### config.mk
export PLATFORM = sky130hd
export DESIGN_NAME = alu_iter_divider
export DESIGN_NICKNAME = d
export VERILOG_FILES = /design/src/rtl/alu_iter_divider_pkg.sv /design/src/rtl/alu_div_step.sv /design/src/rtl/alu_iter_divider.sv
export SDC_FILE = /design/constraint.sdc
export NUM_CORES = 1
export LEC_CHECK = 0
export CAP_MARGIN = 20
export CELL_PAD_IN_SITES_DETAIL_PLACEMENT = 1
export CELL_PAD_IN_SITES_GLOBAL_PLACEMENT = 2
export CORE_MARGIN = 3
export CORE_UTILIZATION = 35
export DETAILED_ROUTE_END_ITERATION = 7
export HOLD_SLACK_MARGIN = 0.02
export PLACE_DENSITY = 0.84
export SLEW_MARGIN = 20
export SYNTH_ARGS = -nofsm -noshare
export SYNTH_HDL_FRONTEND = slang
export SYNTH_HIERARCHICAL = 1
export SYNTH_SLANG_ARGS = --single-unit
### constraint.sdc
create_clock -name clk -period 6.01 [get_ports clk]
set_clock_uncertainty 0.2 [all_clocks]
set_input_delay 1.5025 -clock clk [delete_from_list [all_inputs] [get_ports clk]]
set_output_delay 1.5025 -clock clk [all_outputs]
set_load 0.01 [all_outputs]
### src/rtl/alu_iter_divider_pkg.sv
// Shared opcodes, FSM state type and small arithmetic helpers for the
// iterative divide/remainder unit.
package alu_iter_divider_pkg;

    // Divide opcodes; chosen above the existing ALU codes so they never collide.
    localparam logic [3:0] OP_DIV  = 4'hA;
    localparam logic [3:0] OP_DIVU = 4'hB;
    localparam logic [3:0] OP_REM  = 4'hC;
    localparam logic [3:0] OP_REMU = 4'hD;

    typedef enum logic [1:0] {
        ST_IDLE = 2'd0,
        ST_CALC = 2'd1,
        ST_FIN  = 2'd2
    } div_state_e;

    // True for the four divide/remainder opcodes this block handles.
    function automatic logic op_is_valid(input logic [3:0] op);
        logic res;
        case (op)
            OP_DIV, OP_DIVU, OP_REM, OP_REMU: res = 1'b1;
            default:                          res = 1'b0;
        endcase
        return res;
    endfunction

    // True for the signed flavours (DIV, REM).
    function automatic logic op_is_signed(input logic [3:0] op);
        logic res;
        case (op)
            OP_DIV, OP_REM: res = 1'b1;
            default:        res = 1'b0;
        endcase
        return res;
    endfunction

    // True when the quotient is the requested result (DIV, DIVU).
    function automatic logic op_is_div(input logic [3:0] op);
        logic res;
        case (op)
            OP_DIV, OP_DIVU: res = 1'b1;
            default:         res = 1'b0;
        endcase
        return res;
    endfunction

    // Two's complement negation.
    function automatic logic [31:0] negate32(input logic [31:0] v);
        return ~v + 32'd1;
    endfunction

    // Magnitude of v when it is to be read as negative; 0x80000000 maps to itself.
    function automatic logic [31:0] magnitude32(input logic [31:0] v, input logic neg);
        logic [31:0] res;
        if (neg) begin
            res = negate32(v);
        end else begin
            res = v;
        end
        return res;
    endfunction

endpackage

### src/rtl/alu_div_step.sv
// One combinational restoring shift-subtract step. Kept separate so an
// unrolled variant can chain several copies.
module alu_div_step
    import alu_iter_divider_pkg::*;
(
    input  logic [32:0] rem_in,
    input  logic        dividend_msb,
    input  logic [31:0] divisor,
    output logic [32:0] rem_out,
    output logic        q_bit
);

    logic [32:0] shifted_s;
    logic [32:0] divisor_ext_s;

    // Shift the next dividend bit in and subtract the divisor when it fits.
    always_comb begin
        shifted_s     = {rem_in[31:0], dividend_msb};
        divisor_ext_s = {1'b0, divisor};
        rem_out       = shifted_s;
        q_bit         = 1'b0;
        if (shifted_s >= divisor_ext_s) begin
            rem_out = shifted_s - divisor_ext_s;
            q_bit   = 1'b1;
        end else begin
            rem_out = shifted_s;
            q_bit   = 1'b0;
        end
    end

endmodule

### src/rtl/alu_iter_divider.sv
// Multi-cycle signed/unsigned divide and remainder unit for the EX stage.
// 32 restoring iterations, sign fixup in FIN, RISC-V M corner-case results.
module alu_iter_divider
    import alu_iter_divider_pkg::*;
#(
    parameter int XLEN = 32,
    parameter int ITER = 32
) (
    input  logic            clk,
    input  logic            rst,
    input  logic            start,
    input  logic [3:0]      alu_op,
    input  logic [XLEN-1:0] A,
    input  logic [XLEN-1:0] B,
    input  logic            flush,
    output logic [XLEN-1:0] C,
    output logic            busy,
    output logic            done
);

    localparam logic [5:0] CNT_LAST = 6'(ITER - 1);

    div_state_e state_r;
    div_state_e state_nxt_s;

    logic [3:0]      op_r;
    logic            sa_r;
    logic            sb_r;
    logic            zero_r;
    logic            bad_r;
    logic [XLEN-1:0] dvd_r;    // dividend on entry, quotient after the last step
    logic [XLEN-1:0] dvs_r;
    logic [32:0]     rem_r;
    logic [5:0]      cnt_r;

    logic [XLEN-1:0] c_r;
    logic            busy_r;
    logic            done_r;

    logic            accept_s;
    logic            finish_s;
    logic            req_signed_s;
    logic [32:0]     step_rem_s;
    logic            step_q_s;
    logic [XLEN-1:0] quot_s;
    logic [XLEN-1:0] remd_s;
    logic [XLEN-1:0] result_s;

    assign req_signed_s = op_is_signed(alu_op);

    alu_div_step u_step (
        .rem_in       (rem_r),
        .dividend_msb (dvd_r[XLEN-1]),
        .divisor      (dvs_r),
        .rem_out      (step_rem_s),
        .q_bit        (step_q_s)
    );

    // FSM state register.
    always_ff @(posedge clk or posedge rst) begin
        if (rst) begin
            state_r <= ST_IDLE;
        end else begin
            state_r <= state_nxt_s;
        end
    end

    // Next-state logic; flush beats any pending start or completion.
    always_comb begin
        state_nxt_s = state_r;
        accept_s    = 1'b0;
        finish_s    = 1'b0;
        case (state_r)
            ST_IDLE: begin
                if (flush) begin
                    state_nxt_s = ST_IDLE;
                end else if (start) begin
                    accept_s = 1'b1;
                    if (op_is_valid(alu_op) && (B != 32'd0)) begin
                        state_nxt_s = ST_CALC;
                    end else begin
                        state_nxt_s = ST_FIN;
                    end
                end else begin
                    state_nxt_s = ST_IDLE;
                end
            end
            ST_CALC: begin
                if (flush) begin
                    state_nxt_s = ST_IDLE;
                end else if (cnt_r == CNT_LAST) begin
                    state_nxt_s = ST_FIN;
                end else begin
                    state_nxt_s = ST_CALC;
                end
            end
            ST_FIN: begin
                state_nxt_s = ST_IDLE;
                if (flush) begin
                    finish_s = 1'b0;
                end else begin
                    finish_s = 1'b1;
                end
            end
            default: begin
                state_nxt_s = ST_IDLE;
            end
        endcase
    end

    // Operand capture on accept, then one restoring step per CALC cycle.
    always_ff @(posedge clk or posedge rst) begin
        if (rst) begin
            op_r   <= 4'd0;
            sa_r   <= 1'b0;
            sb_r   <= 1'b0;
            zero_r <= 1'b0;
            bad_r  <= 1'b0;
            dvd_r  <= 32'd0;
            dvs_r  <= 32'd0;
            rem_r  <= 33'd0;
            cnt_r  <= 6'd0;
        end else if (accept_s) begin
            op_r   <= alu_op;
            sa_r   <= A[XLEN-1] & req_signed_s;
            sb_r   <= B[XLEN-1] & req_signed_s;
            zero_r <= (B == 32'd0);
            bad_r  <= ~op_is_valid(alu_op);
            dvd_r  <= magnitude32(A, A[XLEN-1] & req_signed_s);
            dvs_r  <= magnitude32(B, B[XLEN-1] & req_signed_s);
            rem_r  <= 33'd0;
            cnt_r  <= 6'd0;
        end else if (state_r == ST_CALC) begin
            rem_r  <= step_rem_s;
            dvd_r  <= {dvd_r[XLEN-2:0], step_q_s};
            cnt_r  <= cnt_r + 6'd1;
        end
    end

    // Sign fixup and result select, including divide-by-zero and bad-op results.
    always_comb begin
        quot_s   = dvd_r;
        remd_s   = rem_r[31:0];
        result_s = 32'd0;
        if (sa_r ^ sb_r) begin
            quot_s = negate32(dvd_r);
        end else begin
            quot_s = dvd_r;
        end
        if (sa_r) begin
            remd_s = negate32(rem_r[31:0]);
        end else begin
            remd_s = rem_r[31:0];
        end
        if (bad_r) begin
            result_s = 32'd0;
        end else if (zero_r) begin
            // dvd_r still holds |A|; restoring its sign gives back A.
            if (op_is_div(op_r)) begin
                result_s = 32'hFFFF_FFFF;
            end else begin
                result_s = magnitude32(dvd_r, sa_r);
            end
        end else if (op_is_div(op_r)) begin
            result_s = quot_s;
        end else begin
            result_s = remd_s;
        end
    end

    // Registered outputs: result and done pulse on completion, busy follows next state.
    always_ff @(posedge clk or posedge rst) begin
        if (rst) begin
            c_r    <= 32'd0;
            busy_r <= 1'b0;
            done_r <= 1'b0;
        end else begin
            if (finish_s) begin
                c_r <= result_s;
            end
            done_r <= finish_s;
            busy_r <= (state_nxt_s != ST_IDLE);
        end
    end

    assign C    = c_r;
    assign busy = busy_r;
    assign done = done_r;

endmodule

==> reports/summary.txt <==
Final max-slew violation count - 0
Hold_ws - 281 ps
DR vias - 10.4k
Core area - 0.0307 mm2
CP Cell Sequence - ha_1 > nor2b_1 > o31a_1 > o31ai_4 > o221ai_2 > a31o_1 > a21o_1 > a21oi_4 > buf_4 > inv_1 > mux2_1 > a22o_1
CTS clk-pin slew, worst paths - 70 ps
Routed Antenna Nets - 0
Grt ovf - 0
Place WS - 1620 ps
Reg-to-reg slack, setup - 1870 ps
Setup bufs post-CTS - 0
Outcome - finished clean
Worst Hold End - dvs_r[5]
Crit Path Category - flop to flop
Crit-path max FO - 58
Fin util - 42.0%
DR vias/cell - 5.72
Hold path cells - 2
Hold-fix buffers, CTS - 0
CTS max path bufs - 2
Worst r2r dst - rem_r[31]
Final wirelength - 35.4 mm
Chip width - 183 um
Filler Cells Inserted - 3713
DRC violations left - 0
Max Cap Violations - 0
Io pins - 106
Initial drt markers - 672
Die ar. - 0.0335 mm2
FF-to-FF Start - rem_r[0]
DR pass1 iterations - 5
Synthesis-to-finish area growth - 17.7%
Slowest stage delay, CP - 480 ps
Hpwl dp - 26.9 mm
Setup TNS - 0 ps
Global-route usage over all layers - 21.2%
TritonCTS Sinks - 145
Fraction of layout instances using a drive strength above 1 - 5.16%
Initial antenna violation count - 1
Ant diodes - 0
Slew @ Worst Pin - 1020 ps
CTS Buf Count - 17
Hold/Removal Path Class - flop to flop
Leak - 5.40 nW
Final Worst Setup Slack - 1870 ps
First-pass GRT wire length - 57.7 mm
Final worst-path cycle share - 68.9%
CTS tree - built
Syn_nets - 1458
Unrepaired setup endpoints after global routing - false
Netlist Area Pre-Place - 0.0110 mm2
Slew margin rel. - 31.6%
Peak VDD IR - 0.000211 V
Pwr Density - 266 mW/mm2
Placer Congestion - 0.849
Skew-Pair Late Insertion Delay - 440 ps
H-Tree Depth - 4
Post-layout min period - 4140 ps
Largest net degree at the start of global routing - 72
Number of port buffers - 105
Hold_sp - dvs_r[5]
PostCTS Resize Cnt - 0
Die height - 183 um
Syn avg cell area - 8.13 um2
Final net count - 1514
Slowest-stage cell, CP - dfrtp_1
YS warnings - 6
Vias in the first global route - 10.6k
Final Hold Viols - 0
CTS root buffer - clkbuf_16
Required @ worst endpoint - 6130 ps
Avg WL per Cell - 19.6 um
Row cnt - 64
Initial core utilization - 35.7%
Syn Inst Count - 1348
Achievable Freq - 0.242 GHz
Crit start category - flop
Final setup fails - 0
Nature of the critical path endpoint - flop
FF-to-FF path depth - 12
Crit path arrival time - 4260 ps
worst max-delay path by stage:
stage / startpoint / to / slack [ps] / depth (start not counted)
floorplan: rst / C[0] / 410 / 1
global placement: B[21] / state_r[0] / 1630 / 6
detailed placement: B[21] / state_r[0] / 1620 / 6
CTS: rem_r[0] / rem_r[31] / 1880 / 12
global route: rem_r[0] / rem_r[31] / 1590 / 12
finish: rem_r[0] / rem_r[31] / 1870 / 12
area by class of cell:
class / count / area (um2) / area share, %
Sequential cell: 145 / 3630 / 28.1
Multi-Input combinational cell: 1062 / 6800 / 52.7
Tap cell: 396 / 495 / 3.84
Clock inverter: 8 / 104 / 0.805
Timing Repair Buffer: 119 / 1170 / 9.05
Clock buffer: 22 / 484 / 3.75
Inverter: 59 / 226 / 1.75
stage by stage:
step                      instances  power (mW)  cell area [um2]
final                          1811        3.44            12900
after global routing           1811        3.66            12900
after CTS                      1811        3.45            12900
after detailed placement       1781        2.35            12300
after global placement         1781        2.32            12300
after floorplan                1348        1.99            11000
placed cells by master (no fill, tap or decap), drive strengths merged, types with 4 or more instances in the layout:
cell type      count
o21ai            160
dfrtp            145
nand2            145
clkdlybuf4s50    105
nor2             101
xnor2             74
a21oi             73
inv               60
xor2              51
a22o              42
ha                37
nor3              37
a22oi             28
nand3             26
clkbuf            22
o31ai             20
nor4              19
a31oi             18
o41ai             17
a21o              16
nand2b            14
buf               14
or4               14
nor2b             13
o22ai             12
or3               12
nand4             11
or2               11
a211oi            10
o221ai             9
nand3b             7
o21a               7
mux2i              6
mux2               6
o311ai             6
and3               4
clkinvlp           4
o31a               4
and2               4
worst max-delay path: cells and delay by family, from the launching register on:
kind,cells,cell delay [ps]
muxes,1,360
and+or+nand+nor,1,140
AOI/OAI and AO/OA,7,1740
adders and majority gates,1,350
buffers and inverters,2,740
DFF,1,480
per-layer routing:
| metal | routed length (um) | up-vias | part of all wire, % | global-route usage, % |
|---|---|---|---|---|
| met2 | 16700 | 175 | 47 | 35.1 |
| met4 | 305 | 0 | 0.86 | 3.63 |
| li1 | - | 5016 | - | - |
| met1 | 17400 | 5156 | 49 | 30.1 |
| met5 | 0 | - | 0 | 0 |
| met3 | 1090 | 18 | 3.1 | 2.84 |
flip-flops by register name (all words and copies together), names as in the netlist:
register  count
sb_r          1
done          1
bad_r         1
busy          1
state_r       2
op_r          3
dvs_r        32
C            32
rem_r        32
dvd_r        32
sa_r          1
cnt_r         6
zero_r        1
report_power, final:
group	leakage (nW)	total [mW]	internal, mW	switching (mW)
combinational	3.21	1.05	0.434	0.620
clock	0.277	1.10	0.652	0.445
sequential	1.91	1.29	1.11	0.180
total	5.40	3.44	2.19	1.25
Power figures use the tool's default switching activity.
==> patch: new RTL, config.mk and constraints unchanged <==
Re-encode `div_state_e` (3 states) as one-hot, 3 bits wide.
--- a/src/rtl/alu_iter_divider_pkg.sv
+++ b/src/rtl/alu_iter_divider_pkg.sv
@@ -8,10 +8,10 @@
     localparam logic [3:0] OP_REM  = 4'hC;
     localparam logic [3:0] OP_REMU = 4'hD;
 
-    typedef enum logic [1:0] {
-        ST_IDLE = 2'd0,
-        ST_CALC = 2'd1,
-        ST_FIN  = 2'd2
+    typedef enum logic [2:0] {
+        ST_IDLE = 3'b001,
+        ST_CALC = 3'b010,
+        ST_FIN  = 3'b100
     } div_state_e;
 
     // True for the four divide/remainder opcodes this block handles.
Behaviour: no difference found for any inputs over 10 cycles, from zero or initial values and one cycle with rst high; not proved beyond that.
==> patch against the unedited design <==
  * Final cell count grew 7.8%
  * Combinational power is 21% lower
  * Die area rose by 3.3%
  * Setup slack got worse by 0.23 ns
  * Synthesized area increased by 3.4%
  * Global-route usage is 1.1 points higher
  * Sequential cell count up 1
  * Cell area increased by 2.9%
  * Total power is 6.5% lower
  * Routed wire length grew 8.6%
  * Sequential share of layout area is 0.60 points lower
  * Critical path type unchanged
  * Highest routed layer unchanged
==> patch: results (changes against the unedited design) <==
setup_path:
  slowest_stage: "a21oi_4"
  cpPeakStageDelay_ns: 0.69  # +0.21 ns
  worstPathMaxFanout: 34  # -41%
grt:
  grt_util_met1_pct: 30.71  # +0.58 points
  grt_first_pass_wirelength_um: 61600  # +6.7%
  grt_util_met2_pct: 36.55  # +1.5 points
  antenna_found_initial: 1  # unchanged
  grt_max_degree: 79  # +9.7%
  track_usage_pct: 22.26  # +1.1 points
  use_met3_pct: 2.795  # -0.042 points
placed_design:
  place_ws_ns: 1.340  # -0.2821 ns
  dp.final_hpwl_um: 28570  # +6.1%
  dpl_cell_area_um2: 12700  # +3.0%
  numPortBuffers: 105  # unchanged
  dp.cells: 1921  # +7.9%
  place_congestion: 0.8630  # +1.6%
hold_path:
  hold_path_class: "flop to flop"
final_layout:
  antenna_cells: 0  # unchanged
  layout-drive-gt1-share_pct: 5.161  # about the same
  nNetsFinal: 1648  # +8.9%
  layout.cells.non_filler: 1952  # +7.8%
clocking:
  numCtsBuffers: 17  # unchanged
  clkLatencyLatePin_ns: 0.44  # about the same
  h-tree-depth: 4  # unchanged
  cts_buffer_depth: 2  # unchanged
  root_buffer: "clkbuf_16"
  postCtsSetupRepairBufs: 0  # unchanged
  clk_pin_slew_worst_paths_ns: 0.07  # about the same
  ctsResizeCount: 0  # unchanged
route:
  drtIter0Drc: 690  # +2.7%
  drt_pass1_iterations: 5  # unchanged
  totalWireLength_um: 38480  # +8.6%
  vias: 11310  # +9.2%
synth:
  yosys_warnings: 6  # unchanged
  synth_cells: 1485  # +10%
run_status:
  status: "complete, no violations"
pwr:
  p_leak_nw: 5.631  # +4.3%
  peakVddDrop_v: 0.0002060  # -2.5%
  switching_share_pct: 34.84  # -1.4 points
sta:
  max_slew_margin_pct: 27.39  # -4.2 points
[patch: cell count changes in the layout (fill, tap and decap cells not counted), sizes merged, moves of 7 or more]
cell	delta
a21oi	+56
nand2	+135
and3	+27
o31ai	+10
a32o	+7
o21ai	-24
nand3	-7
a22oi	-27
a22o	-35
xnor2	-12
or3	+8
[patch: power groups by stage]
stage	clock, mW	sequential (mW)	combinational, mW
finish	1.12	1.26	0.825
global route	1.18	1.28	0.929
CTS	1.14	1.26	0.827
detailed placement	0	1.28	0.823
global placement	0	1.28	0.800
floorplan	0	1.22	0.562
[patch: routing by layer]
| metal | share of wire, % | vias up |
|---|---|---|
| li1 | - | 5405 |
| met1 | 48 | 5653 |
| met2 | 47 | 207 |
| met3 | 3.1 | 49 |
| met4 | 2.3 | 0 |
| met5 | 0 | - |
[patch: path summary, 6_finish.rpt]
path / slack, ns / from / endpoint / depth (start not counted)
max reg2reg: 1.64 / dvs_r[1] / rem_r[3] / 13
min in group asynchronous: 1.37 / rst / dvs_r[3] / 2
min: 0.28 / dvs_r[19] / dvs_r[19] / 2
max in group asynchronous: 3.35 / rst / dvs_r[23] / 3
max: 1.64 / dvs_r[1] / rem_r[3] / 13
min reg2reg: 0.28 / dvs_r[19] / dvs_r[19] / 2
[patch: cell type report]
type	instances	area (um^2)
clock inverter	13	161.4
inverter	61	234.0
tap	402	503.0
sequential	146	3655
fill	3868	18430
timing repair buffer	123	1186
multi-input combinational	1189	7118
clock buffer	18	429.2
[patch: critical path, delay by kind of cell (launching register included)]
kind	cells	cell delay (ns)
flops	1	0.47
fa+ha+maj	1	0.29
mux	1	0.36
simple gates	2	0.21
compound gates	7	2.19
buf+inv	2	0.47
